--- config.mk ---
export PLATFORM = sky130hd
export DESIGN_NAME = hazard_flush_ctrl
export DESIGN_NICKNAME = d
export VERILOG_FILES = /design/src/rtl/hazard_flush_ctrl_pkg.sv /design/src/rtl/hazard_flush_ctrl_scoreboard.sv /design/src/rtl/hazard_flush_ctrl.sv
export SDC_FILE = /design/constraint.sdc
export NUM_CORES = 1
export LEC_CHECK = 0
export BUFFER_PORTS_ARGS = -buffer_cell sky130_fd_sc_hd__buf_2
export CORE_ASPECT_RATIO = 1.75
export CORE_MARGIN = 1
export CORE_UTILIZATION = 25
export CTS_CLUSTER_SIZE = 12
export DETAILED_ROUTE_END_ITERATION = 7
export HOLD_SLACK_MARGIN = 0.02
export PLACE_DENSITY = 0.42
export SLEW_MARGIN = 20
export SYNTH_ARGS = -nofsm -noshare
export SYNTH_HDL_FRONTEND = slang
export SYNTH_SLANG_ARGS = --single-unit
--- constraint.sdc ---
create_clock -name i_clk -period 3.2 [get_ports i_clk]
set_input_delay 0.32 -clock i_clk [delete_from_list [all_inputs] [get_ports i_clk]]
set_output_delay 0.32 -clock i_clk [all_outputs]
set_load 0.005 [all_outputs]
--- src/rtl/hazard_flush_ctrl_pkg.sv ---
// Shared definitions for the ID-stage hazard/flush sequencer.
package hazard_flush_ctrl_pkg;

  localparam int unsigned REG_IDX_W = 4;
  localparam logic [REG_IDX_W-1:0] PC_IDX = 4'd15;

  typedef enum logic [1:0] {
    ST_RUN     = 2'd0,
    ST_FLUSH   = 2'd1,
    ST_MEMWAIT = 2'd2
  } state_e;

  // One in-flight destination register.
  typedef struct packed {
    logic                 valid;
    logic [REG_IDX_W-1:0] dest;
  } sb_entry_t;

  // Pipeline control word driven to the datapath.
  typedef struct packed {
    logic pc_freeze;
    logic if_id_freeze;
    logic if_id_flush;
    logic id_exe_bubble;
    logic pipe_freeze;
  } ctrl_t;

  // All-zero control word: pipeline flows, nothing squashed.
  localparam ctrl_t CTRL_NOP = '0;

  // R15 is never a hazard source: the PC is not written via writeback.
  function automatic logic src_match(input sb_entry_t e, input logic [REG_IDX_W-1:0] src);
    return e.valid && (e.dest == src) && (src != PC_IDX);
  endfunction

endpackage

--- src/rtl/hazard_flush_ctrl_scoreboard.sv ---
// Shift-register table of in-flight destinations (EXE, MEM, WB) plus RAW match.
module hazard_flush_ctrl_scoreboard
  import hazard_flush_ctrl_pkg::*;
#(
  parameter int unsigned PIPE_DEPTH = 3,
  parameter int unsigned WB_BYPASS  = 0
) (
  input  logic                 i_clk,
  input  logic                 i_rst,
  input  logic                 i_shift,
  input  logic                 i_push_valid,
  input  logic [REG_IDX_W-1:0] i_push_dest,
  input  logic                 i_id_valid,
  input  logic [REG_IDX_W-1:0] i_src1,
  input  logic [REG_IDX_W-1:0] i_src2,
  input  logic                 i_two_src,
  output logic                 o_hazard
);

  // With write-before-read in the regfile the oldest (WB) entry cannot cause a hazard.
  localparam int unsigned NumChk = (WB_BYPASS != 0) ? PIPE_DEPTH - 1 : PIPE_DEPTH;

  sb_entry_t r_entries [PIPE_DEPTH];
  logic      w_hit;

  // Shift the table one stage per advancing cycle; the oldest entry retires.
  always_ff @(posedge i_clk or posedge i_rst) begin
    if (i_rst) begin
      for (int i = 0; i < int'(PIPE_DEPTH); i++) begin
        r_entries[i] <= '0;
      end
    end else if (i_shift) begin
      r_entries[0] <= '{valid: i_push_valid, dest: i_push_dest};
      for (int i = 1; i < int'(PIPE_DEPTH); i++) begin
        r_entries[i] <= r_entries[i-1];
      end
    end
  end

  // Compare the ID sources against every checked entry.
  always_comb begin
    w_hit = 1'b0;
    for (int unsigned i = 0; i < NumChk; i++) begin
      if (src_match(r_entries[i], i_src1) || (i_two_src && src_match(r_entries[i], i_src2))) begin
        w_hit = 1'b1;
      end
    end
    o_hazard = i_id_valid & w_hit;
  end

endmodule

--- src/rtl/hazard_flush_ctrl.sv ---
// Pipeline sequencer beside ID: RAW stalls, branch flushes and memory-wait freezes.
module hazard_flush_ctrl
  import hazard_flush_ctrl_pkg::*;
#(
  parameter int unsigned PIPE_DEPTH   = 3,
  parameter int unsigned WB_BYPASS    = 0,
  parameter int unsigned FLUSH_CYCLES = 1,
  parameter int unsigned CNT_W        = 16
) (
  input  logic                 i_clk,
  input  logic                 i_rst,
  input  logic                 i_id_valid,
  input  logic [REG_IDX_W-1:0] i_id_src1,
  input  logic [REG_IDX_W-1:0] i_id_src2,
  input  logic                 i_id_two_src,
  input  logic                 i_id_wb_en,
  input  logic [REG_IDX_W-1:0] i_id_dest,
  input  logic                 i_exe_branch_taken,
  input  logic                 i_mem_ready,
  output logic                 o_pc_freeze,
  output logic                 o_if_id_freeze,
  output logic                 o_if_id_flush,
  output logic                 o_id_exe_bubble,
  output logic                 o_pipe_freeze,
  output logic                 o_hazard,
  output logic [CNT_W-1:0]     o_stall_cnt,
  output logic [CNT_W-1:0]     o_flush_cnt
);

  localparam logic [1:0] FlushInit = 2'(FLUSH_CYCLES - 1);

  state_e           r_state, w_state_d;
  state_e           r_resume, w_resume_d;
  state_e           w_cur;
  logic [1:0]       r_fcnt, w_fcnt_d;
  logic             r_started;
  logic [CNT_W-1:0] r_stall_cnt, r_flush_cnt;

  ctrl_t w_ctrl;
  logic  w_active;
  logic  w_hazard;
  logic  w_flush_now;
  logic  w_stall_now;
  logic  w_shift;
  logic  w_push_valid;

  // Control stays quiet during reset and for the first cycle after release.
  assign w_active = r_started & ~i_rst;

  hazard_flush_ctrl_scoreboard #(
    .PIPE_DEPTH (PIPE_DEPTH),
    .WB_BYPASS  (WB_BYPASS)
  ) u_scoreboard (
    .i_clk        (i_clk),
    .i_rst        (i_rst),
    .i_shift      (w_shift),
    .i_push_valid (w_push_valid),
    .i_push_dest  (i_id_dest),
    .i_id_valid   (i_id_valid),
    .i_src1       (i_id_src1),
    .i_src2       (i_id_src2),
    .i_two_src    (i_id_two_src),
    .o_hazard     (w_hazard)
  );

  // FSM state, flush down-counter and the post-reset quiet flag.
  always_ff @(posedge i_clk or posedge i_rst) begin
    if (i_rst) begin
      r_state   <= ST_RUN;
      r_resume  <= ST_RUN;
      r_fcnt    <= '0;
      r_started <= 1'b0;
    end else begin
      r_state   <= w_state_d;
      r_resume  <= w_resume_d;
      r_fcnt    <= w_fcnt_d;
      r_started <= 1'b1;
    end
  end

  // Next-state and control decode; MEMWAIT beats FLUSH beats hazard stall.
  always_comb begin
    w_ctrl      = CTRL_NOP;
    w_state_d   = r_state;
    w_resume_d  = r_resume;
    w_fcnt_d    = r_fcnt;
    w_flush_now = 1'b0;
    w_stall_now = 1'b0;
    // Leaving MEMWAIT resumes whatever was running when the freeze started.
    w_cur       = (r_state == ST_MEMWAIT) ? r_resume : r_state;

    if (w_active) begin
      if (!i_mem_ready) begin
        w_ctrl.pipe_freeze  = 1'b1;
        w_ctrl.pc_freeze    = 1'b1;
        w_ctrl.if_id_freeze = 1'b1;
        w_state_d           = ST_MEMWAIT;
        w_resume_d          = w_cur;
      end else begin
        case (w_cur)
          // A bubbled EXE cannot branch, so the branch input is ignored here.
          ST_FLUSH: begin
            w_ctrl.if_id_flush   = 1'b1;
            w_ctrl.id_exe_bubble = 1'b1;
            w_flush_now          = 1'b1;
            w_fcnt_d             = r_fcnt - 2'd1;
            w_state_d            = (w_fcnt_d == 2'd0) ? ST_RUN : ST_FLUSH;
          end
          default: begin
            w_state_d = ST_RUN;
            if (i_exe_branch_taken) begin
              w_ctrl.if_id_flush   = 1'b1;
              w_ctrl.id_exe_bubble = 1'b1;
              w_flush_now          = 1'b1;
              w_fcnt_d             = FlushInit;
              w_state_d            = (FlushInit != 2'd0) ? ST_FLUSH : ST_RUN;
            end else if (w_hazard) begin
              w_ctrl.pc_freeze     = 1'b1;
              w_ctrl.if_id_freeze  = 1'b1;
              w_ctrl.id_exe_bubble = 1'b1;
              w_stall_now          = 1'b1;
            end
          end
        endcase
        w_resume_d = w_state_d;
      end
    end
  end

  // The table holds only while memory is stalled; stalled or flushed IDs enter as invalid.
  assign w_shift      = i_mem_ready | ~w_active;
  assign w_push_valid = w_active & i_id_valid & i_id_wb_en & ~w_hazard & ~w_flush_now;

  // Saturating performance counters.
  always_ff @(posedge i_clk or posedge i_rst) begin
    if (i_rst) begin
      r_stall_cnt <= '0;
      r_flush_cnt <= '0;
    end else begin
      if (w_stall_now && (r_stall_cnt != '1)) begin
        r_stall_cnt <= r_stall_cnt + CNT_W'(1);
      end
      if (w_flush_now && (r_flush_cnt != '1)) begin
        r_flush_cnt <= r_flush_cnt + CNT_W'(1);
      end
    end
  end

  assign o_pc_freeze     = w_ctrl.pc_freeze;
  assign o_if_id_freeze  = w_ctrl.if_id_freeze;
  assign o_if_id_flush   = w_ctrl.if_id_flush;
  assign o_id_exe_bubble = w_ctrl.id_exe_bubble;
  assign o_pipe_freeze   = w_ctrl.pipe_freeze;
  assign o_hazard        = w_hazard;
  assign o_stall_cnt     = r_stall_cnt;
  assign o_flush_cnt     = r_flush_cnt;

endmodule

==> impl_metrics.tcl <==
set metrics [dict create \
    die-area_um2 11800 \
    place_ws_ps 864 \
    cp_max_fo 17 \
    finalCritPeriodShare_pct 82.0 \
    ys_seq_area_share_pct 47.6 \
    start_util_pct 25.6 \
    place.gp.congestion 0.753 \
    netlist.area_leader.share_pct 47.6 \
    tightest_slew_ps 772 \
    path_cells "xnor2_1, nand4_1, o22ai_1, a2111oi_4, buf_4, nand2b_1, o22ai_1, buf_2" \
    hold_viol_final 0 \
    routedWlPerCell_um 14.5 \
    post-cts-setup-buffers 0 \
    fin_worst_skew_ps 9.17 \
    synth_edf_count 0 \
    grt_start_max_net_pins 55 \
    p_per_area_nw_per_um2 437 \
    path_delay_family "compound AO/OA/AOI/OAI gates" \
    drive_above_1_share_pct 30.7 \
    clk_pin_slew_worst_paths_ps 70 \
    clock-root-buffer "clkbuf_16" \
    synth_warnings 0 \
    hold_class "input port to async pin" \
    post-place-cells 446 \
    nFillCells 1162 \
    die_y_um 143 \
    htree_num_levels 2 \
    coreArea_um2 11100 \
    netlist_area_um2 2840 \
    drtIter0Drc 104 \
    grt_antenna_before_repair 0 \
    grt_pass1_vias 2241 \
    cts_resized 0 \
    vias 2110 \
    cpMaxStageDelayCell "dfrtp_1" \
    endpoint_kind "output pin" \
    syn_inst 260 \
    grt_pass1_wl_mm 10.8 \
    finalCriticalPeriod_ps 2630 \
    reg2reg_setup_slack_ps 1090 \
    clock_sinks 54 \
    status "complete, no violations" \
    viasPerCell 4.65 \
    synth_most_common_cell "dfrtp_1" \
    drv_slew 0 \
    crit_top_cell "o22ai_1" \
    synth-seq-cells 54 \
    route.detailed.drc 0 \
    finalNonFillerCells 454 \
    fmax_mhz 381 \
    cts-hold-fix-buffers 0 \
    cts_made_buffers 5 \
    grt_usage_pct 12.2 \
    critical_path_class "flop to output pin" \
    finalWirelength_mm 6.57 \
    io-pin-count 57 \
    ir_worst_vdd_v 0.000234 \
    io_buffers 56 \
    synthArstFlopShare_pct 100 \
    final_core_util_pct 30.8 \
    avgSynthCellArea_um2 10.9 \
    final.setup.worst_slack_ps 575 \
    clkLatencyLatePin_ps 290 \
    reg2reg_depth 6 \
    ant_nets 0 \
    rsz0062_at_grt "no" \
    multi_input_area_um2 1420 \
    yosys-top-cells-area "dfrtp_1 48%, xnor2_1 9.0%, xor2_1 7.1%" \
    critPathArrivalTime_ps 2310 \
    setup_tns_ps 0 \
    cpPeakStageDelay_ps 440 \
    clockBufferDepth 2 \
    leakage_nw 1.65 \
    yosys.area.top_type "dfrtp_1" \
    fp.dieW_um 82.5 \
    ys_types 42 \
    regArea_um2 1350 \
    syn_nets 282 \
    netlist_top_cells_count "54 x dfrtp_1, 29 x xnor2_1, 23 x xor2_1, 20 x nand2_1, 17 x nand3_1" \
    cp.required_ps 2880 \
    worstPathBufferInverterCount 2 \
    synthFlopType "dfrtp_1" \
    layout.nets 343 \
    cts_tree "yes" \
    rr_startpoint "r_state[1]" \
    p_total_mw 1.49 \
    grt_overflow_total 0 \
    rows 51 \
    r2r-end "o_stall_cnt[13]" \
    finalSetupViolations 0 \
    drv_cap 0 \
    dpl.hpwl_mm 4.98 \
    antenna_cells 0 \
    start_kind "flop" \
    dr.pass1.iters 4 \
    area_growth_pct 20.5 \
    relSlewSlack_pct 48.3 \
]
==> per-stage QoR <==
stage / hold slack (ps) / cell area [um^2]
2_1_floorplan: 455 / 2840
3_3_place_gp: 475 / 3280
3_5_place_dp: 479 / 3280
4_1_cts: 257 / 3420
5_1_grt: 268 / 3420
6_report: 251 / 3420
==> routing by layer <==
| metal | up-vias | routed length, um | track usage (%) | share of wire, % |
|---|---|---|---|---|
| met3 | 10 | 301 | 2.68 | 4.6 |
| met1 | 1020 | 2720 | 13.2 | 41 |
| li1 | 1032 | - | - | - |
| met2 | 48 | 3410 | 22.2 | 52 |
| met5 | - | 0 | 0 | 0 |
| met4 | 0 | 142 | 5.17 | 2.2 |
==> area by class of cell <==
type                            instances  area share [%]
Timing Repair Buffer                   59            8.85
Sequential cell                        54            39.5
Clock buffer                            6            3.77
Inverter                                9           0.988
Tap cell                              132            4.83
Multi-Input combinational cell        192            41.6
Clock inverter                          2           0.402
==> cell usage in the layout, fill, tap and decap left out, types with 2 or more instances in the layout <==
master and n:
a21oi_1 5, and3_1 3, and4_1 3, buf_2 56
buf_4 3, clkbuf_16 5, dfrtp_1 54, ha_1 3
inv_1 8, mux2_2 16, nand2_1 20, nand3_1 17
nand3b_1 2, nand4_1 14, nor2_1 11, nor2b_1 2
nor3_1 11, nor3_2 2, nor4_1 3, o21ai_0 3
o22ai_1 4, or2_2 3, xnor2_1 29, xor2_1 23
==> tightest hold or removal path, cell delays in order <==
cell and delay (ps):
buf_2 110, inv_2 50, buf_4 570
==> worst max path at each step <==
stage,start,to,slack [ps],depth (start not counted)
3_3_place_gp,i_id_src2[3],o_if_id_freeze,840,9
2_1_floorplan,i_rst,u_scoreboard.r_entries[0],130,5
4_1_cts,u_scoreboard.r_entries[8],o_pc_freeze,560,8
3_5_place_dp,i_id_src2[3],o_pc_freeze,860,9
5_1_grt,u_scoreboard.r_entries[8],o_if_id_freeze,380,8
6_report,u_scoreboard.r_entries[8],o_if_id_freeze,570,8
==> state kept, by name (all words and copies together) (netlist names) <==
register / cells
r_resume: 2
r_fcnt: 2
r_started: 1
o_stall_cnt: 16
r_state: 2
u_scoreboard.r_entries: 15
o_flush_cnt: 16
==> report_power, final <==
part	total (mW)	switching [mW]	internal [mW]
Sequential	0.773	0.0505	0.722
Combinational	0.186	0.0895	0.0960
Clock	0.537	0.246	0.291
==> logic make-up after synthesis <==
logic type	count (synthesis)	share of synthesized area, %
AOI/OAI and AO/OA	19	5.25
and+or+nand+nor	101	21.1
other	1	0.132
DFF	54	47.6
buffers and inverters	14	2.20
adders and majority gates	3	1.32
muxes	16	6.35
xor gates and xnor gates	52	16.0
Note: power is estimated with default switching activity, not from simulation.
